`config.mk`:
```
export PLATFORM = sky130hd
export DESIGN_NAME = bran_pred_unit
export DESIGN_NICKNAME = d
export VERILOG_FILES = /design/src/rtl/bran_pkg.sv /design/src/rtl/bran_sat_ctr.sv /design/src/rtl/bran_pred_unit.sv
export SDC_FILE = /design/constraint.sdc
export NUM_CORES = 1
export LEC_CHECK = 0
export ABC_CLOCK_PERIOD_IN_PS = 4830
export CAP_MARGIN = 20
export CELL_PAD_IN_SITES_DETAIL_PLACEMENT = 1
export CELL_PAD_IN_SITES_GLOBAL_PLACEMENT = 1
export CORE_AREA = 3 3 177 179
export DETAILED_ROUTE_END_ITERATION = 6
export DIE_AREA = 0 0 180 182
export PLACE_DENSITY = 0.78
export SETUP_SLACK_MARGIN = 0.1
export SYNTH_ARGS = -nofsm -noshare
export SYNTH_HDL_FRONTEND = slang
export SYNTH_SLANG_ARGS = --single-unit
```
`constraint.sdc`:
```
create_clock -name clk -period 4.83 [get_ports clk]
set_input_delay 0.966 -clock clk [delete_from_list [all_inputs] [get_ports clk]]
set_output_delay 0.966 -clock clk [all_outputs]
set_load 0.02 [all_outputs]
```
`src/rtl/bran_pkg.sv`:
```
// Shared types and helpers for the branch predict/resolve unit.
package bran_pkg;

   typedef enum logic [2:0] {
      BEQ  = 3'b000,
      BNE  = 3'b001,
      BLT  = 3'b100,
      BGE  = 3'b101,
      BLTU = 3'b110,
      BGEU = 3'b111
   } br_funct3_e;

   typedef enum logic {
      IDLE  = 1'b0,
      CLEAR = 1'b1
   } bran_fsm_e;

   // Weakly-not-taken: MSB clear, all lower bits set.
   function automatic int unsigned ctr_rst(int unsigned bits);
      return (32'd1 << (bits - 1)) - 32'd1;
   endfunction

   // funct3 010/011 are not branch encodings.
   function automatic logic br_legal(logic [2:0] ctrl);
      return ctrl[2:1] != 2'b01;
   endfunction

   function automatic logic br_taken(
      logic [2:0] ctrl,
      logic       neg,
      logic       zero,
      logic       carry
   );
      logic t;
      t = 1'b0;
      case (br_funct3_e'(ctrl))
         BEQ:     t = zero;
         BNE:     t = !zero;
         BLT:     t = neg;
         BGE:     t = !neg;
         BLTU:    t = carry;
         BGEU:    t = !carry;
         default: t = 1'b0;
      endcase
      return t;
   endfunction

endpackage

```
`src/rtl/bran_sat_ctr.sv`:
```
// Saturating up/down step for one BHT counter (combinational).
module bran_sat_ctr #(
   parameter int CTR_BITS = 2
) (
   input  logic [CTR_BITS-1:0] cnt,
   input  logic                up,
   output logic [CTR_BITS-1:0] nxt
);

   localparam logic [CTR_BITS-1:0] MAX = '1;

   always_comb begin
      nxt = cnt;
      if (up) begin
         if (cnt != MAX) nxt = cnt + 1'b1;
      end else begin
         if (cnt != '0) nxt = cnt - 1'b1;
      end
   end

endmodule

```
`src/rtl/bran_pred_unit.sv`:
```
// BHT-based branch predict/resolve unit with sweep-clear FSM.
// Define BRAN_PRED_STATS_EN to add branch/mispredict counters.
module bran_pred_unit
   import bran_pkg::*;
#(
   parameter int XLEN      = 32,
   parameter int BHT_DEPTH = 64,
   parameter int CTR_BITS  = 2,
   parameter int IDX_LSB   = 2
) (
   input  logic            clk,
   input  logic            nReset,
   input  logic [XLEN-1:0] lk_pc,
   output logic            lk_taken,
   input  logic            rs_valid,
   input  logic            rs_branch,
   input  logic [2:0]      rs_ctrl,
   input  logic            rs_neg,
   input  logic            rs_zero,
   input  logic            rs_carry,
   input  logic [XLEN-1:0] rs_pc,
   input  logic [XLEN-1:0] rs_target,
   input  logic            rs_pred_taken,
   output logic            redir_valid,
   output logic [XLEN-1:0] redir_pc,
`ifdef BRAN_PRED_STATS_EN
   output logic [31:0]     stat_branches,
   output logic [31:0]     stat_mispred,
`endif
   input  logic            bht_clear,
   output logic            busy
);

   localparam int IDX_W = $clog2(BHT_DEPTH);
   localparam logic [CTR_BITS-1:0] CTR_RST =
      CTR_BITS'(ctr_rst(CTR_BITS));
   localparam logic [IDX_W-1:0] LAST = IDX_W'(BHT_DEPTH - 1);

   logic [CTR_BITS-1:0] bht [BHT_DEPTH];
   logic [CTR_BITS-1:0] ctr_nxt;
   logic [IDX_W-1:0]    lk_idx, rs_idx;
   logic [IDX_W-1:0]    ptr, ptr_nxt;
   bran_fsm_e           state, state_nxt;
   logic                fire, taken, mispred;

   assign lk_idx  = lk_pc[IDX_LSB +: IDX_W];
   assign rs_idx  = rs_pc[IDX_LSB +: IDX_W];
   assign busy    = (state == CLEAR);
   assign taken   = br_taken(rs_ctrl, rs_neg, rs_zero, rs_carry);
   assign fire    = rs_valid & rs_branch & br_legal(rs_ctrl)
                  & (state == IDLE);
   assign mispred = fire & (taken != rs_pred_taken);

   // No bypass: lookup sees the counter before this cycle's update.
   assign lk_taken = (state == IDLE) & bht[lk_idx][CTR_BITS-1];

   bran_sat_ctr #(.CTR_BITS(CTR_BITS)) u_ctr (
      .cnt (bht[rs_idx]),
      .up  (taken),
      .nxt (ctr_nxt)
   );

   always_comb begin
      state_nxt = state;
      ptr_nxt   = ptr;
      unique case (state)
         IDLE: begin
            if (bht_clear) begin
               state_nxt = CLEAR;
               ptr_nxt   = '0;
            end
         end
         CLEAR: begin
            ptr_nxt = ptr + 1'b1;
            if (ptr == LAST) begin
               state_nxt = IDLE;
               ptr_nxt   = '0;
            end
         end
         default: begin
            state_nxt = IDLE;
            ptr_nxt   = '0;
         end
      endcase
   end

   always_ff @(posedge clk or negedge nReset) begin
      if (!nReset) begin
         state <= IDLE;
         ptr   <= '0;
      end else begin
         state <= state_nxt;
         ptr   <= ptr_nxt;
      end
   end

   always_ff @(posedge clk or negedge nReset) begin
      if (!nReset) begin
         for (int i = 0; i < BHT_DEPTH; i++) bht[i] <= CTR_RST;
      end else if (state == CLEAR) begin
         bht[ptr] <= CTR_RST;
      end else if (fire) begin
         bht[rs_idx] <= ctr_nxt;
      end
   end

   always_ff @(posedge clk or negedge nReset) begin
      if (!nReset) begin
         redir_valid <= 1'b0;
         redir_pc    <= '0;
      end else begin
         redir_valid <= mispred;
         if (fire)
            redir_pc <= taken ? rs_target : rs_pc + XLEN'(4);
      end
   end

`ifdef BRAN_PRED_STATS_EN
   always_ff @(posedge clk or negedge nReset) begin
      if (!nReset) begin
         stat_branches <= '0;
         stat_mispred  <= '0;
      end else begin
         if (fire && stat_branches != '1)
            stat_branches <= stat_branches + 32'd1;
         if (mispred && stat_mispred != '1)
            stat_mispred <= stat_mispred + 32'd1;
      end
   end
`endif

endmodule

```
==> metrics.md, run 1 <==
| Metric | Value |
|---|---|
| Routed met2 length | 18,180 um |
| Top sig layer | met4 |
| Max Cap Violations | 0 |
| # H-tree levels | 4 |
| Crit path max-delay family | multiplexers |
| Share of the synthesized area in the top cell type | 25.04% |
| Synth cell types | 60 |
| Area contributors post-synth | dfrtp_1 25%, dfstp_2 16%, mux4_2 8.0% |
| Slew of the pin with the lowest slew margin | 1.169 ns |
| Clk slew on worst S/H paths | 0.08 ns |
| Critical Path RT | 3.86 ns |
| Die Area | 32,760 um2 |
| Final net count | 1,326 |
| CTS Hold Bufs | 0 |
| Layout Utilization | 42.60% |
| Setup crit start kind | primary input |
| NetSw | 1.911 mW |
| Wl on met1 | 17,430 um |
| Ant. Diodes | 0 |
| Post-Syn Nets | 1,242 |
| RSZ-0062 raised after global routing | false |
| Largest net degree at the start of global routing | 106 |
| Initial antenna violation count | 1 |
| Worst Path Max Fanout | 8 |
| Post-route DRC | 0 |
| Clock insertion delay at the later pin of the skew report | 0.45 ns |
| Synthesized instance count | 1,132 |
| Pins Over Slew Limit | 0 |
| Detailed-route via count | 10,108 |
| Part of the power in registers | 40.3% |
| Gate power share | 30.1% |
| Internal | 3.185 mW |
| Initial Utilization | 34.98% |
| Final HPWL DP | 29,260 um |
| Crit. End Element | output pin |
| CTS Sinks | 168 |
| Area delta synth->final | 21.79% |
| Total Wirelength | 41,320 um |
| Avg Inst Size Synth | 9.182 um2 |
| Routed wire per std cell | 25.52 um |
| Post-synth EDFFs | 0 |
| Row count | 63 |
| Sw frac | 37.50% |
| Syn. warnings | 0 |
| Hold Crit Class | reg -> reg |
| Outcome | finished, final reports clean |
| Clock Path Buffers | 2 |
| Synth Cell Area | 10,390 um2 |
| Yosys top cell by area | dfrtp_1 |
| Slew HR | 21.48% |
| Final period util | 92.18% |
| Input/output buffers | 116 |
| VDD IR max | 0.0002620 V |
| PD cells | 402.6 nW/um2 |
| Die Wd | 180 um |
| WP data arrival | 3.49 ns |
| Hold Vio Cnt, Final | 0 |
| Die Ht | 182 um |
| CP Class | in -> out |
| CP cell instances | dlymetal6s2s_1 -> clkbuf_16 -> mux4_2 -> mux4_2 -> mux4_2 -> and2_1 -> dlygate4sd2_1 |
| Total grt overflow | 0 |
| Final Skew | 0.02238 ns |
| TritonCTS clock tree | built |
| Drt pass-1 iters | 5 |
| Period minus WS final | 4.452 ns |
| CTS Root Buffer Type | clkbuf_16 |
| Layout cells sized above 1 | 17.66% |
| Setup TNS | 0 ns |
| Routed Antenna Nets | 0 |
| GRT Total Usage | 25.09% |
| Sequential area share after synthesis | 41.22% |
| Crit path buf inv count | 3 |
| Met3 WL | 4123 um |
| Leak pwr | 4.884 nW |
| Post-synth top flop | dfrtp_1 |
| Final setup viols | 0 |
| Vias in the first global route | 10,208 |
| Tot Pwr | 5.096 mW |
| Final worst slack | 0.3779 ns |
| Via/cell ratio | 6.243 |
| Power share of the clock group | 29.6% |
| Pre-CTS setup slack | -0.06783 ns |
| Placer Congestion | 0.9531 |
| Highest-delay cell along the critical path | mux4_2 |
| I/O pins | 143 |
| Synth Register Bits | 168 |
| Fmax | 0.2246 GHz |
| Core ar. | 29,720 um2 |
| Cell mode on critical path | mux4_2 |
| Post-CTS setup buffer count | 0 |
| Async SR Flop Fraction | 100.0% |
| DR iter-0 viols | 1,101 |
| First-pass GRT wire length | 64,320 um |
| CTS Buf Count | 17 |
| Slowest stage delay, CP | 0.49 ns |
| Final Hold Slack | 0.4826 ns |
-- flip-flops by register name, summed over array words and instances, names as in the netlist --
name / flops
bht: 128
busy: 1
ptr: 6
redir_pc: 32
redir_valid: 1
-- power groups by stage --
stage | combinational [mW] | clock, mW | sequential [mW]
after CTS | 1.52 | 1.52 | 2.04
after detailed placement | 1.51 | 0 | 2.06
after global routing | 1.66 | 1.59 | 2.09
after global placement | 1.46 | 0 | 2.04
final | 1.53 | 1.51 | 2.05
after floorplan | 0.849 | 0 | 2.04
-- worst reg2reg max path, stage by stage (launching register included) --
cell      delay, ns
dfstp_2        0.38
mux2_1         0.35
a221o_1        0.32
a221o_1        0.29
a222oi_1       0.28
nand4_1        0.26
maj3_2         0.54
nor3_2         0.60
o21ai_0        0.19
-- final cells by class --
type,instances,area [um2]
clock buffer,18,450.4
clock inverter,14,195.2
fill,3437,17060
inverter,11,41.29
multi-input combinational,854,5595
sequential,168,4284
tap,390,488.0
timing repair buffer,164,1604
-- synthesized netlist by cell type (all sizes together) (6+ instances only) --
cell	count
xnor2	17
inv	10
and2	6
a21oi	46
nand2	144
mux4	38
nand4	13
nor2b	10
xor2	15
a32oi	11
o211ai	18
and3	12
dfrtp	104
buf	41
a221oi	14
clkbuf	58
a31oi	48
a211oi	33
mux2i	26
nor3	32
mux2	13
nor2	106
nand3b	12
nor3b	7
dfstp	64
a31o	6
o21ai	135
nand3	40
-- metrics by stage --
step	cell area, um2	instances
CTS	12630	1618
finish	12660	1619
global placement	11980	1585
detailed placement	11990	1586
floorplan	10390	1132
global route	12660	1619
-- final timing paths --
kind	cells after the start	startpoint	endpoint	slack, ns
max	7	lk_pc[2]	lk_taken	0.38
min	2	redir_pc[30]	redir_pc[30]	0.48
max reg2reg	8	bht[40]	bht[89]	1.46
min reg2reg	2	redir_pc[30]	redir_pc[30]	0.48
max in group asynchronous	2	nReset	bht[26]	3.28
min in group asynchronous	1	nReset	bht[57]	0.61
-- cell families after synthesis --
family          count (synthesis)  share of synthesized area (%)
fa+ha+maj                       4                         0.4574
flops                         168                          41.22
xor+xnor                       32                          2.697
buf+inv                       110                          5.321
mux                            77                          12.22
simple gates                  402                          17.78
compound gates                339                          20.31
-- repair_timing --
action / 4_1_cts / 5_1_grt
gates cloned: 0 / 1
gates resized for setup: 1 / 1
setup endpoints to repair: 1 / 1
endpoints found under the hold margin: 0 / 0
-- layout by cell type (no fill, tap or decap), drive strengths merged, types with 6 or more instances in the layout --
master,Yosys,layout
nand3b,12,12
dfrtp,104,104
a31oi,48,48
clkdlybuf4s50,0,111
nand3,40,40
o211ai,18,18
a211oi,33,33
xnor2,17,17
and3,12,12
dfstp,64,64
nor2b,10,10
nor2,106,106
buf,41,50
mux4,38,38
a221oi,14,14
a32oi,11,11
mux2,13,13
inv,10,17
a21oi,46,46
clkbuf,58,19
nor3,32,32
xor2,15,15
clkinv,1,6
nand2,144,144
nand4,13,13
o21ai,135,135
nor3b,7,7
mux2i,26,26
and2,6,6
a31o,6,6
-- metal layers --
layer,GRT usage [%],vias to the layer above
met3,6.170,108
met5,0,-
met2,38.32,593
li1,-,4364
met4,9.344,0
met1,34.60,5043
(Power assumes the default switching activity.)
==> run 2: changes to the inputs <==
- CAP_MARGIN: 20 -> unset
- TNS_END_PERCENT: unset -> 10
==> run 2 against run 1 <==
  * Total power fell by 1.1%
  * Via count grew 0.39%
  * Sequential share of layout area is 0.17 points higher
  * Critical path depth did not move
  * Fmax shrank 5.0%
  * Largest power group unchanged
  * Cell area shrank 0.49%
  * Global-route usage hardly changed
  * Worst setup slack worse by 0.23 ns
  * Flip-flop and latch count is the same
  * Worst hold slack better by 0.00069 ns
==> metrics.md, run 2 (synthesis gave the netlist of run 1 again) <==
| Metric | Value |
|---|---|
| Largest reg by FF count | bht |
| Sw frac | 38.44% (+0.94 points) |
| Die Ht | 182 um (unchanged) |
| Critical Path RT | 3.86 ns (about the same) |
| R2R Path Start | bht[40] |
| I/O pins | 143 (unchanged) |
| Via/cell ratio | 6.275 (+0.51%) |
| Outcome | finished, final reports clean |
| Final period util | 96.99% (+4.8 points) |
| Hold EP | redir_pc[6] |
| Critical hold path startpoint | redir_pc[6] |
| Final Skew | 0.02890 ns (+0.006529 ns) |
| Final HPWL DP | 29,280 um (about the same) |
| CP cell instances | clkdlybuf4s50_1 -> buf_12 -> mux4_2 -> mux4_2 -> mux4_2 -> and2_1 -> dlygate4sd2_1 |
| Total grt overflow | 0 (unchanged) |
| PD cells | 400.3 nW/um2 (-0.59%) |
| Vias in the first global route | 10,275 (+0.66%) |
| Hold Vio Cnt, Final | 0 (unchanged) |
| R2R depth | 8 (unchanged) |
| VDD IR max | 0.0002645 V (+0.93%) |
| Part of the power in registers | 40.7% (+0.4 points) |
| WP data arrival | 3.72 ns (+0.23 ns) |
| Slowest stage delay, CP | 0.52 ns (+0.03 ns) |
| Max FFs per register | 128 (unchanged) |
| Input/output buffers | 116 (unchanged) |
| GRT Total Usage | 25.09% (about the same) |
| Crit path max-delay family | multiplexers |
| Ant. Diodes | 0 (unchanged) |
| CTS Root Buffer Type | clkbuf_16 |
| CP Class | in -> out |
| Crit. End Element | output pin |
| Total Wirelength | 41,210 um (-0.28%) |
| Most common cell after layout, fill and taps aside | nand2_1 |
| Power share of the clock group | 28.8% (-0.8 points) |
| Worst Path Max Fanout | 16 (+8) |
| Highest-delay cell along the critical path | mux4_2 |
| Slew of the pin with the lowest slew margin | 1.387 ns (+0.2184 ns) |
| Final Instance Area | 12,600 um2 (-0.49%) |
| Setup crit start kind | primary input |
| Final Hold Slack | 0.4833 ns (+0.0006940 ns) |
| Cell mode on critical path | mux4_2 |
| Clk slew on worst S/H paths | 0.08 ns (about the same) |
| Leak pwr | 4.841 nW (-0.88%) |
| Clock insertion delay at the later pin of the skew report | 0.46 ns (about the same) |
| Most frequent cells in the layout | 143 x nand2_1, 131 x o21ai_0, 112 x clkdlybuf4s50_1 |
| Gate power share | 30.5% (+0.4 points) |
| Die Wd | 180 um (unchanged) |
| Worst R2R Setup Slack | 1.45 ns (about the same) |
| Max Cap Violations | 0 (unchanged) |
| Routed wire per std cell | 25.48 um (-0.15%) |
| Core ar. | 29,720 um2 (unchanged) |
| Die Area | 32,760 um2 (unchanged) |
| DR iter-0 viols | 1,113 (+1.1%) |
| Pins Over Slew Limit | 0 (unchanged) |
| CTS Buf Count | 17 (unchanged) |
| Crit path buf inv count | 3 (unchanged) |
| Slew HR | 6.806% (-15 points) |
| Detailed-route via count | 10,147 (+0.39%) |
| Top flop regs | bht x128, redir_pc x32, ptr x6 |
| Final net count | 1,324 (-0.15%) |
| Worst hold path depth | 2 (unchanged) |
| Drt pass-1 iters | 7 (+2) |
| Post-route DRC | 0 (unchanged) |
| Layout Utilization | 42.39% (-0.21 points) |
| Clock Path Buffers | 2 (unchanged) |
| Routed Antenna Nets | 0 (unchanged) |
| Fmax | 0.2135 GHz (-5.0%) |
| Area delta synth->final | 21.19% |
| Period minus WS final | 4.685 ns (+0.2326 ns) |
| Critical R2R Capture | bht[89] |
| Placer Congestion | 0.9531 (unchanged) |
| NetSw | 1.938 mW (+1.4%) |
| Layout cells sized above 1 | 17.52% (-0.13 points) |
| Row count | 63 (unchanged) |
| Largest net degree at the start of global routing | 106 (unchanged) |
| First-pass GRT wire length | 63,970 um (-0.55%) |
| CTS Sinks | 168 (unchanged) |
| Post-CTS setup buffer count | 0 (unchanged) |
| Placement Cell Area | 11,980 um2 (about the same) |
| Hold Crit Class | reg -> reg |
| Final setup viols | 0 (unchanged) |
| Initial Utilization | 34.98% (unchanged) |
| Internal | 3.104 mW (-2.6%) |
| Initial antenna violation count | 0 (-1) |
| # H-tree levels | 4 (unchanged) |
| Setup TNS | 0 ns (unchanged) |
| RSZ-0062 raised after global routing | false |
| TritonCTS clock tree | built |
==> run 2: power by group through the flow <==
stage          combinational, mW  clock (mW)  sequential [mW]
6_report                    1.54        1.45             2.05
5_1_grt                     1.66        1.52             2.09
4_1_cts                     1.52        1.46             2.04
3_5_place_dp                1.51           0             2.06
3_3_place_gp                1.46           0             2.04
2_1_floorplan              0.849           0             2.04
==> run 2: stage by stage <==
| step | setup slack (ns) | power [mW] | std cells |
|---|---|---|---|
| final | 0.1453 | 5.042 | 1617 |
| after global routing | 0.1009 | 5.267 | 1617 |
| after CTS | 0.1511 | 5.022 | 1617 |
| after detailed placement | -0.06828 | 3.569 | 1585 |
| after global placement | -0.03440 | 3.503 | 1585 |
| after floorplan | 0.2812 | 2.890 | 1132 |
==> run 2: worst max-delay path by stage <==
stage	cells after the start	slack (ns)	startpoint	endpoint
floorplan	6	0.28	lk_pc[2]	lk_taken
global route	7	0.10	lk_pc[2]	lk_taken
detailed placement	7	-0.07	lk_pc[2]	lk_taken
finish	7	0.15	lk_pc[2]	lk_taken
CTS	7	0.15	lk_pc[2]	lk_taken
global placement	7	-0.03	lk_pc[2]	lk_taken
==> run 2: repair_timing <==
| action | CTS | global route |
|---|---|---|
| gates resized for setup | 1 | 0 |
| setup endpoints to repair | 1 | 0 |
| hold buffers | 0 | 0 |
==> run 2: area by class of cell <==
class,count,area [um2]
Sequential cell,168,4284
Inverter,11,41.29
Clock inverter,15,190.2
Timing Repair Buffer,162,1572
Multi-Input combinational cell,854,5595
Clock buffer,17,425.4
Fill cell,3458,17120
Tap cell,390,488.0
==> run 2: per-layer routing <==
metal	track usage, %	wire length (um)	up-vias
met2	38.32	18030	646
met3	6.050	4425	107
li1	-	-	4368
met1	34.46	17150	5026
met4	9.839	1596	0
met5	0	0	-
==> run 2: worst min-delay path, stage by stage (launching register included) <==
cell and delay, ns:
dfrtp_1 0.35, nand2_1 0.05, o21ai_0 0.06
==> run 3: changes to the inputs <==
- CTS_CLUSTER_SIZE: unset -> 30
- SKIP_LAST_GASP: unset -> 1
==> results of run 3 <==
The final DEF is identical to that of run 2; final timing and power are the same.
